===== config.mk =====
export PLATFORM = sky130hd
export DESIGN_NAME = ifu_fetch
export DESIGN_NICKNAME = d
export VERILOG_FILES = /design/src/rtl/ifu_pkg.sv /design/src/rtl/ifu_perf_cnt.sv /design/src/rtl/ifu_fetch.sv
export SDC_FILE = /design/constraint.sdc
export NUM_CORES = 1
export LEC_CHECK = 0
export ABC_AREA = 1
export CAP_MARGIN = 20
export CELL_PAD_IN_SITES_DETAIL_PLACEMENT = 1
export CELL_PAD_IN_SITES_GLOBAL_PLACEMENT = 2
export CORE_MARGIN = 1
export CORE_UTILIZATION = 23
export CTS_CLUSTER_SIZE = 28
export DETAILED_ROUTE_END_ITERATION = 12
export PLACE_DENSITY = 0.77
export REMOVE_ABC_BUFFERS = 1
export SYNTH_ARGS = -nofsm -noshare
export SYNTH_HDL_FRONTEND = slang
export SYNTH_SLANG_ARGS = --single-unit
export TNS_END_PERCENT = 10

===== constraint.sdc =====
create_clock -name clk -period 4 [get_ports clk]
set_clock_uncertainty 0.2 [all_clocks]
set_input_delay 0.4 -clock clk [delete_from_list [all_inputs] [get_ports clk]]
set_output_delay 0.4 -clock clk [all_outputs]
set_load 0.02 [all_outputs]

===== src/rtl/ifu_pkg.sv =====
// rtl/ifu_pkg.sv - ifu fetch FSM state type, response code and default reset PC
package ifu_pkg;

    typedef enum logic [1:0] {
        LOOKUP = 2'd0,
        AR     = 2'd1,
        R      = 2'd2,
        VALID  = 2'd3
    } ifu_state_t;

    localparam logic [1:0]  RESP_OKAY        = 2'b00;
    localparam logic [31:0] DEFAULT_RESET_PC = 32'h3000_0000;

endpackage


===== src/rtl/ifu_perf_cnt.sv =====
// rtl/ifu_perf_cnt.sv - wrapping hit/miss lookup counters (used only with IFU_PERF_CNT_EN)
module ifu_perf_cnt (
    input  logic        clk,
    input  logic        rst,
    input  logic        hit_inc,
    input  logic        miss_inc,
    output logic [31:0] hit_cnt,
    output logic [31:0] miss_cnt
);

    // count every lookup cycle by outcome, wrapping at 2^32
    always_ff @(posedge clk or posedge rst) begin
        if (rst) begin
            hit_cnt  <= 32'd0;
            miss_cnt <= 32'd0;
        end else begin
            if (hit_inc) begin
                hit_cnt <= hit_cnt + 32'd1;
            end
            if (miss_inc) begin
                miss_cnt <= miss_cnt + 32'd1;
            end
        end
    end

endmodule


===== src/rtl/ifu_fetch.sv =====
// rtl/ifu_fetch.sv - instruction fetch unit: icache lookup, bus refill, redirect handling; IFU_PERF_CNT_EN adds perf counters
module ifu_fetch
    import ifu_pkg::*;
#(
    parameter int                    ADDR_WIDTH = 32,
    parameter int                    DATA_WIDTH = 32,
    parameter logic [ADDR_WIDTH-1:0] RESET_PC   = ADDR_WIDTH'(DEFAULT_RESET_PC)
) (
    input  logic                  clk,
    input  logic                  rst,
    input  logic                  redirect_valid,
    input  logic [ADDR_WIDTH-1:0] redirect_pc,
    output logic [ADDR_WIDTH-1:0] cache_addr,
    output logic                  cache_req,
    input  logic [DATA_WIDTH-1:0] cache_data,
    input  logic                  cache_hit,
    output logic [DATA_WIDTH-1:0] mem_data,
    output logic                  mem_valid,
    output logic [ADDR_WIDTH-1:0] araddr,
    output logic                  arvalid,
    input  logic                  arready,
    input  logic [DATA_WIDTH-1:0] rdata,
    input  logic [1:0]            rresp,
    input  logic                  rvalid,
    output logic                  rready,
    output logic [DATA_WIDTH-1:0] inst,
    output logic [ADDR_WIDTH-1:0] inst_pc,
    output logic                  inst_err,
    output logic                  out_valid,
    input  logic                  out_ready
`ifdef IFU_PERF_CNT_EN
    ,
    output logic [31:0]           perf_hit_cnt,
    output logic [31:0]           perf_miss_cnt
`endif
);

    ifu_state_t            state_q;
    logic [ADDR_WIDTH-1:0] pc_q;
    logic                  pend_v_q;
    logic [ADDR_WIDTH-1:0] pend_pc_q;
    logic [ADDR_WIDTH-1:0] redirect_target;

    // redirect targets are forced word-aligned
    assign redirect_target = {redirect_pc[ADDR_WIDTH-1:2], 2'b00};

    assign cache_addr = pc_q;
    assign araddr     = pc_q;
    assign cache_req  = (state_q == LOOKUP);
    assign mem_data   = rdata;
    // only OKAY responses refill the cache, including fetches discarded by a redirect
    assign mem_valid  = (state_q == R) & rvalid & rready & (rresp == RESP_OKAY);

    // fetch FSM with registered bus/IDU handshakes and a pending-redirect slot for in-flight fetches
    always_ff @(posedge clk or posedge rst) begin
        if (rst) begin
            state_q   <= LOOKUP;
            pc_q      <= RESET_PC;
            pend_v_q  <= 1'b0;
            pend_pc_q <= '0;
            arvalid   <= 1'b0;
            rready    <= 1'b0;
            out_valid <= 1'b0;
            inst      <= '0;
            inst_pc   <= '0;
            inst_err  <= 1'b0;
        end else begin
            case (state_q)
                LOOKUP: begin
                    if (redirect_valid) begin
                        pc_q <= redirect_target;
                    end else if (cache_hit) begin
                        inst      <= cache_data;
                        inst_pc   <= pc_q;
                        inst_err  <= 1'b0;
                        out_valid <= 1'b1;
                        state_q   <= VALID;
                    end else begin
                        arvalid <= 1'b1;
                        state_q <= AR;
                    end
                end
                AR: begin
                    if (redirect_valid) begin
                        pend_v_q  <= 1'b1;
                        pend_pc_q <= redirect_target;
                    end
                    if (arready) begin
                        arvalid <= 1'b0;
                        rready  <= 1'b1;
                        state_q <= R;
                    end
                end
                R: begin
                    if (rvalid) begin
                        rready <= 1'b0;
                        if (redirect_valid || pend_v_q) begin
                            pc_q     <= redirect_valid ? redirect_target : pend_pc_q;
                            pend_v_q <= 1'b0;
                            state_q  <= LOOKUP;
                        end else begin
                            inst      <= rdata;
                            inst_pc   <= pc_q;
                            inst_err  <= (rresp != RESP_OKAY);
                            out_valid <= 1'b1;
                            state_q   <= VALID;
                        end
                    end else if (redirect_valid) begin
                        pend_v_q  <= 1'b1;
                        pend_pc_q <= redirect_target;
                    end
                end
                VALID: begin
                    if (redirect_valid) begin
                        pc_q      <= redirect_target;
                        out_valid <= 1'b0;
                        state_q   <= LOOKUP;
                    end else if (out_ready) begin
                        pc_q      <= pc_q + ADDR_WIDTH'(4);
                        out_valid <= 1'b0;
                        state_q   <= LOOKUP;
                    end
                end
                default: begin
                    state_q <= LOOKUP;
                end
            endcase
        end
    end

`ifdef IFU_PERF_CNT_EN
    logic lookup_hit;
    logic lookup_miss;

    assign lookup_hit  = (state_q == LOOKUP) & cache_hit;
    assign lookup_miss = (state_q == LOOKUP) & ~cache_hit;

    ifu_perf_cnt u_perf_cnt (
        .clk      (clk),
        .rst      (rst),
        .hit_inc  (lookup_hit),
        .miss_inc (lookup_miss),
        .hit_cnt  (perf_hit_cnt),
        .miss_cnt (perf_miss_cnt)
    );
`endif

endmodule


; ---- Yosys cells after proc, flatten, opt, wreduce, memory -nomap -nowiden
; Cells that the tools add are included.
[word_totals]
regBits = 135
in_bits = 105
output_inout_bits = 166
word_cells = 94
[classes]
add_sub_neg = 1
n_eq_ne = 14
mux = 50
bitwise = 3
n_reduce_logical = 16
[op_table]
columns = operator, count
row1 = two-way mux 32 bit, 15
row2 = case mux 32 bit (2 select lines), 3
row3 = case mux 32 bit (3 select lines), 1
row4 = "adder 32 x 3 -> 32 bit, second input constant", 1
row5 = two-way mux 1 bit, 18
row6 = two-way mux 2 bit, 7
row7 = "inequality test 2 bit, second input constant", 7
row8 = AND reduction 5 bit, 2
row9 = case mux 1 bit (2 select lines), 4
row10 = case mux 2 bit (4 select lines), 1
row11 = AND reduction 4 bit, 2
row12 = nonzero test 2 bit, 4
row13 = AND reduction 6 bit, 1
row14 = "equality test 2 bit, second input constant", 2
row15 = logical NOT 2 bit, 2
row16 = "inequality test 2 x 1 -> 1 bit, second input constant", 2
row17 = AND reduction 2 bit, 2
row18 = AND 1 bit, 3
row19 = "inequality test 3 x 2 -> 1 bit, second input constant", 1
row20 = "inequality test 3 bit, second input constant", 1
row21 = case mux 1 bit (3 select lines), 1
row22 = AND reduction 3 bit, 1
row23 = nonzero test 3 bit, 1
row24 = "equality test 2 x 1 -> 1 bit, second input constant", 1
row25 = logical OR 1 bit, 1

; ---- Logic depth before layout (Yosys ltp)
; Gate-level depths: netlist of the first run.
[logic_depth]
word_depth = 4
ltp_mapped = 10
mapped_depth_nobuf = 10

; ---- Least setup slack after synthesis of the first run
; OpenSTA, ideal clock, no wires.
[synth_timing]
kind = register to register
from = register state_q[0]
to = register inst_pc[15]
setup_time_ns = 0.130
arrival_ns = 1.655
t_required_ns = 3.670
setup_slack_ns = 2.014
stages_incl_launch_ff = 8
path_buffers = 1
period_less_slack_ns = 1.986
cell_sequence = dfrtp_1 > inv_1 > ha_1 > inv_1 > or2_1 > nand3_2 > buf_1 > o21ai_1
[synth_between]
elab_chain_cells = 3
word_cells_on_any_way = 9
cone_classes = eq/ne (5) / mux (1) / reduce/logical (3)
[synth_rtl]
columns = element, line
row1 = "start, declared", ifu_fetch.sv:38  ; ifu_state_t state_q;
row2 = "start signal, assigned", ifu_fetch.sv:57  ; state_q <= LOOKUP;
row3 = "start signal, assigned", ifu_fetch.sv:77  ; state_q <= VALID;
row4 = "start signal, assigned", ifu_fetch.sv:80  ; state_q <= AR;
row5 = logical NOT 2 bit (*), -
row6 = named net cache_req, ifu_fetch.sv:14  ; output logic cache_req,
row7 = "inequality test 2 x 1 -> 1 bit (no line), or another cell as far along", -
row8 = AND reduction 5 bit (no line), -
row9 = "end signal, assigned", ifu_fetch.sv:74  ; inst_pc <= pc_q;
row10 = "end signal, assigned", ifu_fetch.sv:103  ; inst_pc <= pc_q;
row11 = "end, declared", ifu_fetch.sv:27  ; output logic [ADDR_WIDTH-1:0] inst_pc,
; The timed path passes the listed nets; every way through them passes the cells marked *.
; A chain may end at the register's enable or synchronous reset.

; ---- Worst setup path after layout of the first run
[layout_timing]
from = register state_q[0]
to = output mem_valid
[layout_between]
elab_chain_cells = 4
[layout_rtl]
columns = element, line
row1 = equality test 2 bit, ifu_fetch.sv:52  ; assign mem_valid = (state_q == R) & rvalid & rready & (rresp == RESP_OKAY);
row2 = AND 1 bit (3 in series), ifu_fetch.sv:52
row3 = "end, declared", ifu_fetch.sv:18  ; output logic mem_valid,
; No other way between the ends.

==> run summary, run 1 <==
DRC Markers - 0
endpoint type of the worst setup path - output pin
Crit Path Max Fanout - 18
synthesized flop and latch total - 135
Root Buffer - clkbuf_16
die width - 188.0 um
Layout Area Growth over Synthesis - 39.75%
Routed wire per std cell - 17.10 um
Final Setup Violations - 0
RSZ-0062 raised after global routing - false
status - finished, final reports clean
CTS tree - done
slowest CP cell - clkdlybuf4s50_1
Distinct cells, synth - 35
H-tree depth - 4
worst path bufs/invs - 2
core area - 0.03378 mm2
Starting Density - 23.55%
Leak Pwr - 4.777 nW
crit path DAT - 2.46 ns
GPL Wtd Cong - 0.7551
WP data required - 3.40 ns
first-pass GRT wire length - 45050 um
Die H - 188.0 um
layout cells sized above 1 - 8.340%
Row Count - 67
reg2reg setup slack - 1.46 ns
Port Buf Inserts - 268
startpoint types - flop
pin count of the biggest net entering global routing - 124
type of the most critical hold path - in2async
max_slew headroom - 36.97%
syn_area_per_cell - 7.738 um2
DIE AREA - 0.03533 mm2
I/O pin cnt - 271
reg2reg end - araddr[20]
worst r2r src - state_q[0]
final period utilization - 76.57%
CTS Hold Bufs - 0
DP Wirelength - 20270 um
Tightest Pin Transition - 0.9432 ns
CP cell instances - inv_1 -> ha_2 -> nand2_1 -> nor3_1 -> clkdlybuf4s50_1
Worst path max stage delay - 0.63 ns
Final Hold Fails - 0
Gate Count Post-Synth - 1028
CTS Buf Count - 17
drt pass-1 iters - 4
PwrDens - 877.2 mW/mm2
Post-CTS Setup Repair Bufs - 0
total number of vias - 7432
gr ovfl total - 0
crit-path leading delay family - buffers and inverters
register area share after synthesis - 42.50%
Sinks on Clock Net - 135
number of fillers in the final layout - 4025
Reg2Reg Depth - 8
setup TNS - 0 ns
FMAX - 0.3265 GHz
Worst VDD drop - 0.4148 mV
Total GRT Usage - 16.44%
initial antenna violation count - 1
Final ANT Viol Nets - 0
placed insts - 1639
count of non-filler cells in the finished layout - 1672
total of max-cap violations - 0
minimum clock period - 3.063 ns
worst skew pair latency - 0.43 ns
vias per cell - 4.445
vias in the first global route - 7718
final slew viol count - 0
Total Wirelength - 28590 um
fin nets - 1320
critical path class - reg2out
CTS resizes - 0
synth warn - 0
Initial DRC Count - 290
CTS Buffer Depth - 2
Mapped Area - 0.007955 mm2
clock slew seen by the registers of the worst setup and hold paths - 0.06 ns
cell usage after synthesis, drive strengths merged:
cell type / instances / area, um2
or2: 2 / 12.52
dfstp: 2 / 52.55
clkbuf: 14 / 52.55
a31oi: 1 / 6.260
inv: 67 / 254.0
and2: 3 / 18.77
a21boi: 44 / 330.3
nor3: 24 / 120.1
o21ai: 71 / 355.3
buf: 100 / 742.0
o211ai: 2 / 15.01
a21oi: 55 / 286.5
xor2: 6 / 52.55
a22oi: 4 / 30.03
o22ai: 1 / 12.51
nand2: 261 / 989.7
dfrtp: 133 / 3328
ha: 5 / 62.56
o31ai: 32 / 390.4
nor2: 174 / 693.2
nand3: 27 / 150.2
registers in the layout, indices dropped and copies added (netlist names):
signal and count:
state_q 2, inst_err 1, rready 1, inst_pc 32, arvalid 1, araddr 32, out_valid 1, pend_v_q 1
pend_pc_q 32, inst 32
report_power, final:
group          internal [mW]  leakage, nW  switching [mW]
logic                   2.15         2.86            3.29
registers               2.05         1.62           0.611
clock network           1.02        0.295           0.637
placed cells by master (no fill, tap or decap), drive strengths merged, types with 4 or more instances in the layout:
cell type and count:
a22oi 4, buf 10, nand3 27, o21ai 71, nor2 174, dfrtp 133, a21boi 44, clkdlybuf4s50 267
o31ai 32, ha 5, nand2 261, clkbuf 25, inv 67, a21oi 55, xor2 6, nor3 24
stage by stage:
step | util (%) | worst slack [ns] | cell area (um2) | hold slack, ns | power [mW]
2_1_floorplan | - | -0.3008 | 7161 | 0.2892 | 5.654
3_3_place_gp | 31.11 | 1.267 | 10510 | 0.2616 | 8.106
3_5_place_dp | 31.11 | 1.220 | 10510 | 0.2656 | 8.232
4_1_cts | 32.90 | 0.8716 | 11110 | 0.2830 | 9.933
5_1_grt | 32.91 | 0.7907 | 11120 | 0.3040 | 10.50
6_report | 32.91 | 0.9372 | 11120 | 0.2463 | 9.752
how the worst max path moves through the flow:
stage / from / endpoint / slack, ns / depth (start not counted)
floorplan: state_q[0] / inst[29] / -0.30 / 6
global placement: redirect_valid / araddr[18] / 1.27 / 8
detailed placement: redirect_valid / araddr[18] / 1.22 / 8
CTS: state_q[0] / mem_valid / 0.87 / 5
global route: state_q[0] / mem_valid / 0.79 / 5
finish: state_q[0] / mem_valid / 0.94 / 5
per-layer routing:
layer / vias to the layer above / global-route usage (%) / routed length [um]
li1: 3621 / - / -
met1: 3614 / 20.74 / 13130
met2: 180 / 28.68 / 14090
met3: 17 / 2.714 / 1045
met4: 0 / 4.722 / 326
met5: - / 0 / 0
kinds of logic (layout without fill, tap and decap cells):
family | Yosys count | in the layout | share of synthesized area, %
compound gates | 210 | 210 | 17.93
flops | 135 | 135 | 42.50
xor+xnor | 6 | 6 | 0.6606
buf+inv | 181 | 376 | 13.18
other cells | 0 | 1 | 0
simple gates | 491 | 491 | 24.95
fa+ha+maj | 5 | 5 | 0.7864
final cells by class:
class                      count  area, um2  area share, %
antenna                        1      2.502        0.02251
clock buffer                  25      515.5          4.637
clock inverter                 7      90.09         0.8104
inverter                      67      259.0          2.330
multi-input combinational    712       3538          31.83
sequential                   135       3381          30.41
tap                          448      560.5          5.042
timing repair buffer         277       2770          24.92
(Power assumes the default switching activity.)
==> run 2, diff against run 1 <==
--- a/config.mk
+++ b/config.mk
@@ -10,10 +10,10 @@
 export CELL_PAD_IN_SITES_DETAIL_PLACEMENT = 1
 export CELL_PAD_IN_SITES_GLOBAL_PLACEMENT = 2
 export CORE_MARGIN = 1
-export CORE_UTILIZATION = 23
+export CORE_UTILIZATION = 25
 export CTS_CLUSTER_SIZE = 28
 export DETAILED_ROUTE_END_ITERATION = 12
-export PLACE_DENSITY = 0.77
+export PLACE_DENSITY = 0.8
 export REMOVE_ABC_BUFFERS = 1
 export SYNTH_ARGS = -nofsm -noshare
 export SYNTH_HDL_FRONTEND = slang
==> constraint.sdc (replaced) <==
create_clock -name clk -period 2.91 [get_ports clk]
set_clock_uncertainty 0.2 [all_clocks]
set_input_delay 0.291 -clock clk [delete_from_list [all_inputs] [get_ports clk]]
set_output_delay 0.291 -clock clk [all_outputs]
set_load 0.02 [all_outputs]
==> run summary, run 2 (synthesis results as in run 1) <==
status - finished, final reports clean
number of fillers in the final layout - 3683 (-8.5%)
Initial DRC Count - 275 (-5.2%)
worst skew pair latency - 0.43 ns (about the same)
most frequent cells in the layout - 267 x clkdlybuf4s50_1, 256 x nand2_1, 164 x nor2_1
layout cells sized above 1 - 9.385% (+1.0 points)
DP Wirelength - 21280 um (+5.0%)
FMAX - 0.3721 GHz
# diodes - 0 (-1)
core area - 0.03091 mm2 (-8.5%)
setup TNS - 0 ns (unchanged)
WP data required - 2.42 ns (-0.98 ns)
Total Wirelength - 28730 um (+0.50%)
vias per cell - 4.563 (+2.6%)
I/O pin cnt - 271 (unchanged)
minimum clock period - 2.688 ns
die width - 180.4 um (-4.0%)
critical path class - reg2out
CP cell instances - inv_1 -> ha_2 -> nand2_1 -> nor3_1 -> clkdlybuf4s50_1
max_slew headroom - 55.68% (+19 points)
gr busiest metal - met2
crit path DAT - 2.20 ns (-0.26 ns)
H-tree depth - 4 (unchanged)
Total GRT Usage - 17.95% (+1.5 points)
clock slew seen by the registers of the worst setup and hold paths - 0.07 ns (about the same)
Final Setup Violations - 0 (unchanged)
pin count of the biggest net entering global routing - 63 (-49%)
CTS tree - done
Sinks on Clock Net - 135 (unchanged)
GPL Wtd Cong - 0.7746 (+2.6%)
Tightest Pin Transition - 0.6647 ns (-0.2784 ns)
Layout Area Growth over Synthesis - 40.36%
DIE AREA - 0.03254 mm2 (-7.9%)
GRT met1 Usage - 23.95% (+3.2 points)
type of the most critical hold path - in2async
total number of vias - 7446 (+0.19%)
Worst VDD drop - 0.5249 mV (+27%)
drt pass-1 iters - 4 (unchanged)
RSZ-0062 raised after global routing - false
total of max-cap violations - 0 (unchanged)
first-pass GRT wire length - 45350 um (+0.67%)
CTS Hold Bufs - 0 (unchanged)
Final ANT Viol Nets - 0 (unchanged)
Crit Path Max Fanout - 7 (-11)
endpoint type of the worst setup path - output pin
most common cell after layout, fill and taps aside - clkdlybuf4s50_1
vias in the first global route - 7704 (-0.18%)
Root Buffer - clkbuf_16
GR Util met3 - 3.395% (+0.68 points)
final slew viol count - 0 (unchanged)
Worst path max stage delay - 0.63 ns (about the same)
Routed wire per std cell - 17.60 um (+3.0%)
CTS Buf Count - 17 (unchanged)
fin nets - 1333 (+0.98%)
GR Util met2 - 30.22% (+1.5 points)
CTS resizes - 0 (unchanged)
PwrDens - 1217 mW/mm2 (+39%)
Final Hold Fails - 0 (unchanged)
Leak Pwr - 4.834 nW (+1.2%)
Port Buf Inserts - 268 (unchanged)
Row Count - 64 (-4.5%)
initial antenna violation count - 0 (-1)
Starting Density - 25.74% (+2.2 points)
Post-CTS Setup Repair Bufs - 0 (unchanged)
Die H - 180.4 um (-4.0%)
DRC Markers - 0 (unchanged)
startpoint types - flop
fin util - 36.12% (+3.2 points)
gr ovfl total - 0 (unchanged)
slowest CP cell - clkdlybuf4s50_1
CTS Buffer Depth - 2 (unchanged)
final period utilization - 92.36%
reg2reg setup slack - 0.54 ns (-0.92 ns)
run 2: changes by cell type in the layout (fill, tap and decap cells not counted), sizes merged:
cell,previous run,this run
buf,10,23
clkbuf,25,19
inv,67,71
clkinvlp,2,4
diode,1,0
run 2: final timing paths:
path                                      from          end  depth (start not counted)
worst max-delay path                state_q[0]    mem_valid                          5
worst min-delay path                       rst     inst[28]                          2
worst max register to register      state_q[0]     inst[27]                          8
worst min register to register     inst_pc[18]  inst_pc[18]                          2
max in group asynchronous                  rst     inst[29]                          3
min in group clk                cache_data[30]     inst[30]                          3
run 2: area by class of cell:
class / instances / area, um2 / share of cell area, %
repair buffers: 290 / 2905 / 26.02
flip-flops and latches: 135 / 3381 / 30.28
clock buffers: 19 / 442.9 / 3.967
inverters: 67 / 259.0 / 2.320
multi-input cells: 712 / 3538 / 31.69
clock inverters: 13 / 143.9 / 1.289
well taps: 396 / 495.5 / 4.437
run 2: power by group:
part	switching [mW]	total [mW]	internal, mW	leakage (nW)
sequential	0.830	3.65	2.82	1.62
combinational	4.59	7.71	3.12	2.94
clock	0.940	2.24	1.30	0.277
total	6.36	13.6	7.23	4.83
run 2: critical path: cells and delay by family, from the launching register on:
family / cells / cell delay [ns]
DFF: 1 / 0.40
adders and majority gates: 1 / 0.28
buffers and inverters: 2 / 0.73
and+or+nand+nor: 2 / 0.36
run 2: metal layers:
layer | up-vias | part of all wire [%]
met3 | 15 | 4.5
met2 | 192 | 48
li1 | 3643 | -
met5 | - | 0
met4 | 0 | 0.64
met1 | 3596 | 47
run 2: per-stage QoR:
step	total power [mW]	setup WS (ns)	hold slack (ns)	area, um2	instances
floorplan	7.772	-1.391	0.1802	7161	914
global placement	11.35	0.5681	0.2628	10580	1600
detailed placement	11.54	0.5098	0.2687	10580	1600
CTS	13.84	0.1682	0.06022	11170	1632
global route	14.65	0.03585	0.06308	11170	1632
finish	13.59	0.2224	0.04590	11170	1632
==> run 3, diff against run 2 <==
--- a/config.mk
+++ b/config.mk
@@ -13,8 +13,8 @@
 export CORE_UTILIZATION = 25
 export CTS_CLUSTER_SIZE = 28
 export DETAILED_ROUTE_END_ITERATION = 12
+export GPL_TIMING_DRIVEN = 0
 export PLACE_DENSITY = 0.8
-export REMOVE_ABC_BUFFERS = 1
 export SYNTH_ARGS = -nofsm -noshare
 export SYNTH_HDL_FRONTEND = slang
 export SYNTH_SLANG_ARGS = --single-unit
==> run summary, run 3 (synthesis results as in run 1) <==
worst r2r src - state_q[0]
worst skew pair latency - 0.43 ns (about the same)
Die H - 180.4 um (unchanged)
Design Area, Final - 0.01181 mm2 (+5.8%)
Tightest Pin Transition - 0.8469 ns (+0.1821 ns)
initial antenna violation count - 1 (+1)
Initial DRC Count - 385 (+40%)
die width - 180.4 um (unchanged)
Layout Area Growth over Synthesis - 48.47%
max_slew headroom - 43.42% (-12 points)
Routed wire per std cell - 18.38 um (+4.4%)
Cells on Worst Hold Path - 4
Reg2Reg Depth - 9 (+1)
Root Buffer - clkbuf_16
RSZ-0062 raised after global routing - false
final slew viol count - 0 (unchanged)
reg2reg setup slack - 0.24 ns (-0.30 ns)
critical path class - reg2reg
CTS Buffer Depth - 2 (unchanged)
fin nets - 1428 (+7.1%)
fin util - 38.21% (+2.1 points)
total of max-cap violations - 0 (unchanged)
total number of vias - 7798 (+4.7%)
Starting Density - 25.74% (unchanged)
Port Buf Inserts - 267 (-0.37%)
CTS tree - done
Sinks on Clock Net - 135 (unchanged)
I/O pin cnt - 271 (unchanged)
core area - 0.03091 mm2 (unchanged)
startpoint types - flop
endpoint type of the worst setup path - flop
PwrDens - 1208 mW/mm2 (-0.76%)
Final ANT Viol Nets - 0 (unchanged)
type of the most critical hold path - in2reg
DRC Markers - 0 (unchanged)
Total GRT Usage - 19.96% (+2.0 points)
Row Count - 64 (unchanged)
clock slew seen by the registers of the worst setup and hold paths - 0.07 ns (about the same)
DP Area - 0.01121 mm2 (+6.0%)
Total Wirelength - 31750 um (+11%)
first-pass GRT wire length - 50200 um (+11%)
final period utilization - 91.85% (-0.50 points)
# diodes - 0 (unchanged)
drt pass-1 iters - 4 (unchanged)
Worst VDD drop - 0.4672 mV (-11%)
Multi-input gate area - 0.003526 mm2 (-0.35%)
most common cell after layout, fill and taps aside - clkdlybuf4s50_1
GPL Wtd Cong - 0.7869 (+1.6%)
gr ovfl total - 0 (unchanged)
reg2reg end - araddr[14]
DP Worst Slack - 0.2881 ns (-0.2217 ns)
Final Hold Fails - 0 (unchanged)
Leak Pwr - 5.245 nW (+8.5%)
DIE AREA - 0.03254 mm2 (unchanged)
Crit Path Max Fanout - 10 (+3)
FMAX - 0.3741 GHz (+0.55%)
vias per cell - 4.515 (-1.0%)
min-delay src - redirect_valid
H-tree depth - 4 (unchanged)
Hold Crit Endpoint - arvalid
CTS Buf Count - 17 (unchanged)
status - finished, final reports clean
most frequent cells in the layout - 266 x clkdlybuf4s50_1, 257 x nand2_1, 164 x nor2_1
worst setup margin - 0.2370 ns (+0.01459 ns)
Post-CTS Setup Repair Bufs - 0 (unchanged)
vias in the first global route - 8156 (+5.9%)
minimum clock period - 2.673 ns (-0.01459 ns)
crit path DAT - 2.76 ns (+0.56 ns)
number of fillers in the final layout - 3695 (+0.33%)
pin count of the biggest net entering global routing - 35 (-44%)
flip-flop and latch area - 0.003381 mm2 (unchanged)
Final Setup Violations - 0 (unchanged)
setup TNS - 0 ns (unchanged)
layout cells sized above 1 - 14.65% (+5.3 points)
syn_nets - 1138
DP Wirelength - 24980 um (+17%)
WP data required - 3.00 ns (+0.58 ns)
[run 3: changes by cell type in the layout (fill, tap and decap cells not counted), moves of 2 or more]
| cell | previous run | this run |
|---|---|---|
| buf_4 | 17 | 67 |
| buf_2 | 1 | 20 |
| clkbuf_1 | 1 | 14 |
| buf_6 | 0 | 12 |
| clkinv_4 | 1 | 4 |
| buf_12 | 5 | 3 |
| clkinv_2 | 2 | 0 |
[run 3: worst max-delay path: stages (launching register included)]
cell and delay [ns]:
dfrtp_1 0.38, inv_1 0.08, ha_1 0.28, buf_4 0.22
inv_2 0.06, buf_2 0.28, buf_2 0.35, nor2_1 0.09
nor3_1 0.45, a21oi_1 0.14
[run 3: through the flow]
stage	hold slack, ns	total power, mW	cells
6_report	0.1194	14.27	1727
5_1_grt	0.1345	15.33	1727
4_1_cts	0.1121	14.45	1727
3_5_place_dp	0.2650	12.16	1695
3_3_place_gp	0.2623	11.99	1691
2_1_floorplan	0.2761	8.448	1028
[run 3: how the worst max path moves through the flow]
stage                     startpoint          end  slack, ns  depth (start not counted)
after floorplan                  rst    araddr[0]       0.74                          1
after global placement           rst  inst_pc[21]      -0.81                          2
after detailed placement  state_q[0]   araddr[14]       0.29                          9
after CTS                 state_q[0]    mem_valid       0.05                          5
after global routing      state_q[0]   araddr[12]       0.11                          8
final                     state_q[0]   araddr[14]       0.24                          9
[run 3: metal layers]
metal | GRT usage (%) | wire length (um) | up-vias
li1 | - | - | 3843
met1 | 26.46 | 14910 | 3775
met2 | 33.80 | 15390 | 152
met3 | 3.274 | 1010 | 28
met4 | 4.718 | 442 | 0
met5 | 0 | 0 | -
[run 3: timing repair]
item	CTS	global route
gates resized for setup	0	1
hold buffers	0	0
endpoints found under the setup margin	0	1
[run 3: cell type report]
type                       count  area share (%)
tap                          396           4.195
inverter                      67           2.182
clock inverter                15           1.430
timing repair buffer         271           23.39
multi-input combinational    712           29.85
sequential                   135           28.62
clock buffer                  17           3.602
buffer                       114           6.727
[run 3: power by group]
part	internal [mW]	switching (mW)	total, mW
clock network	1.28	0.963	2.24
registers	2.82	0.851	3.67
logic	3.46	4.90	8.36
total	7.56	6.72	14.3
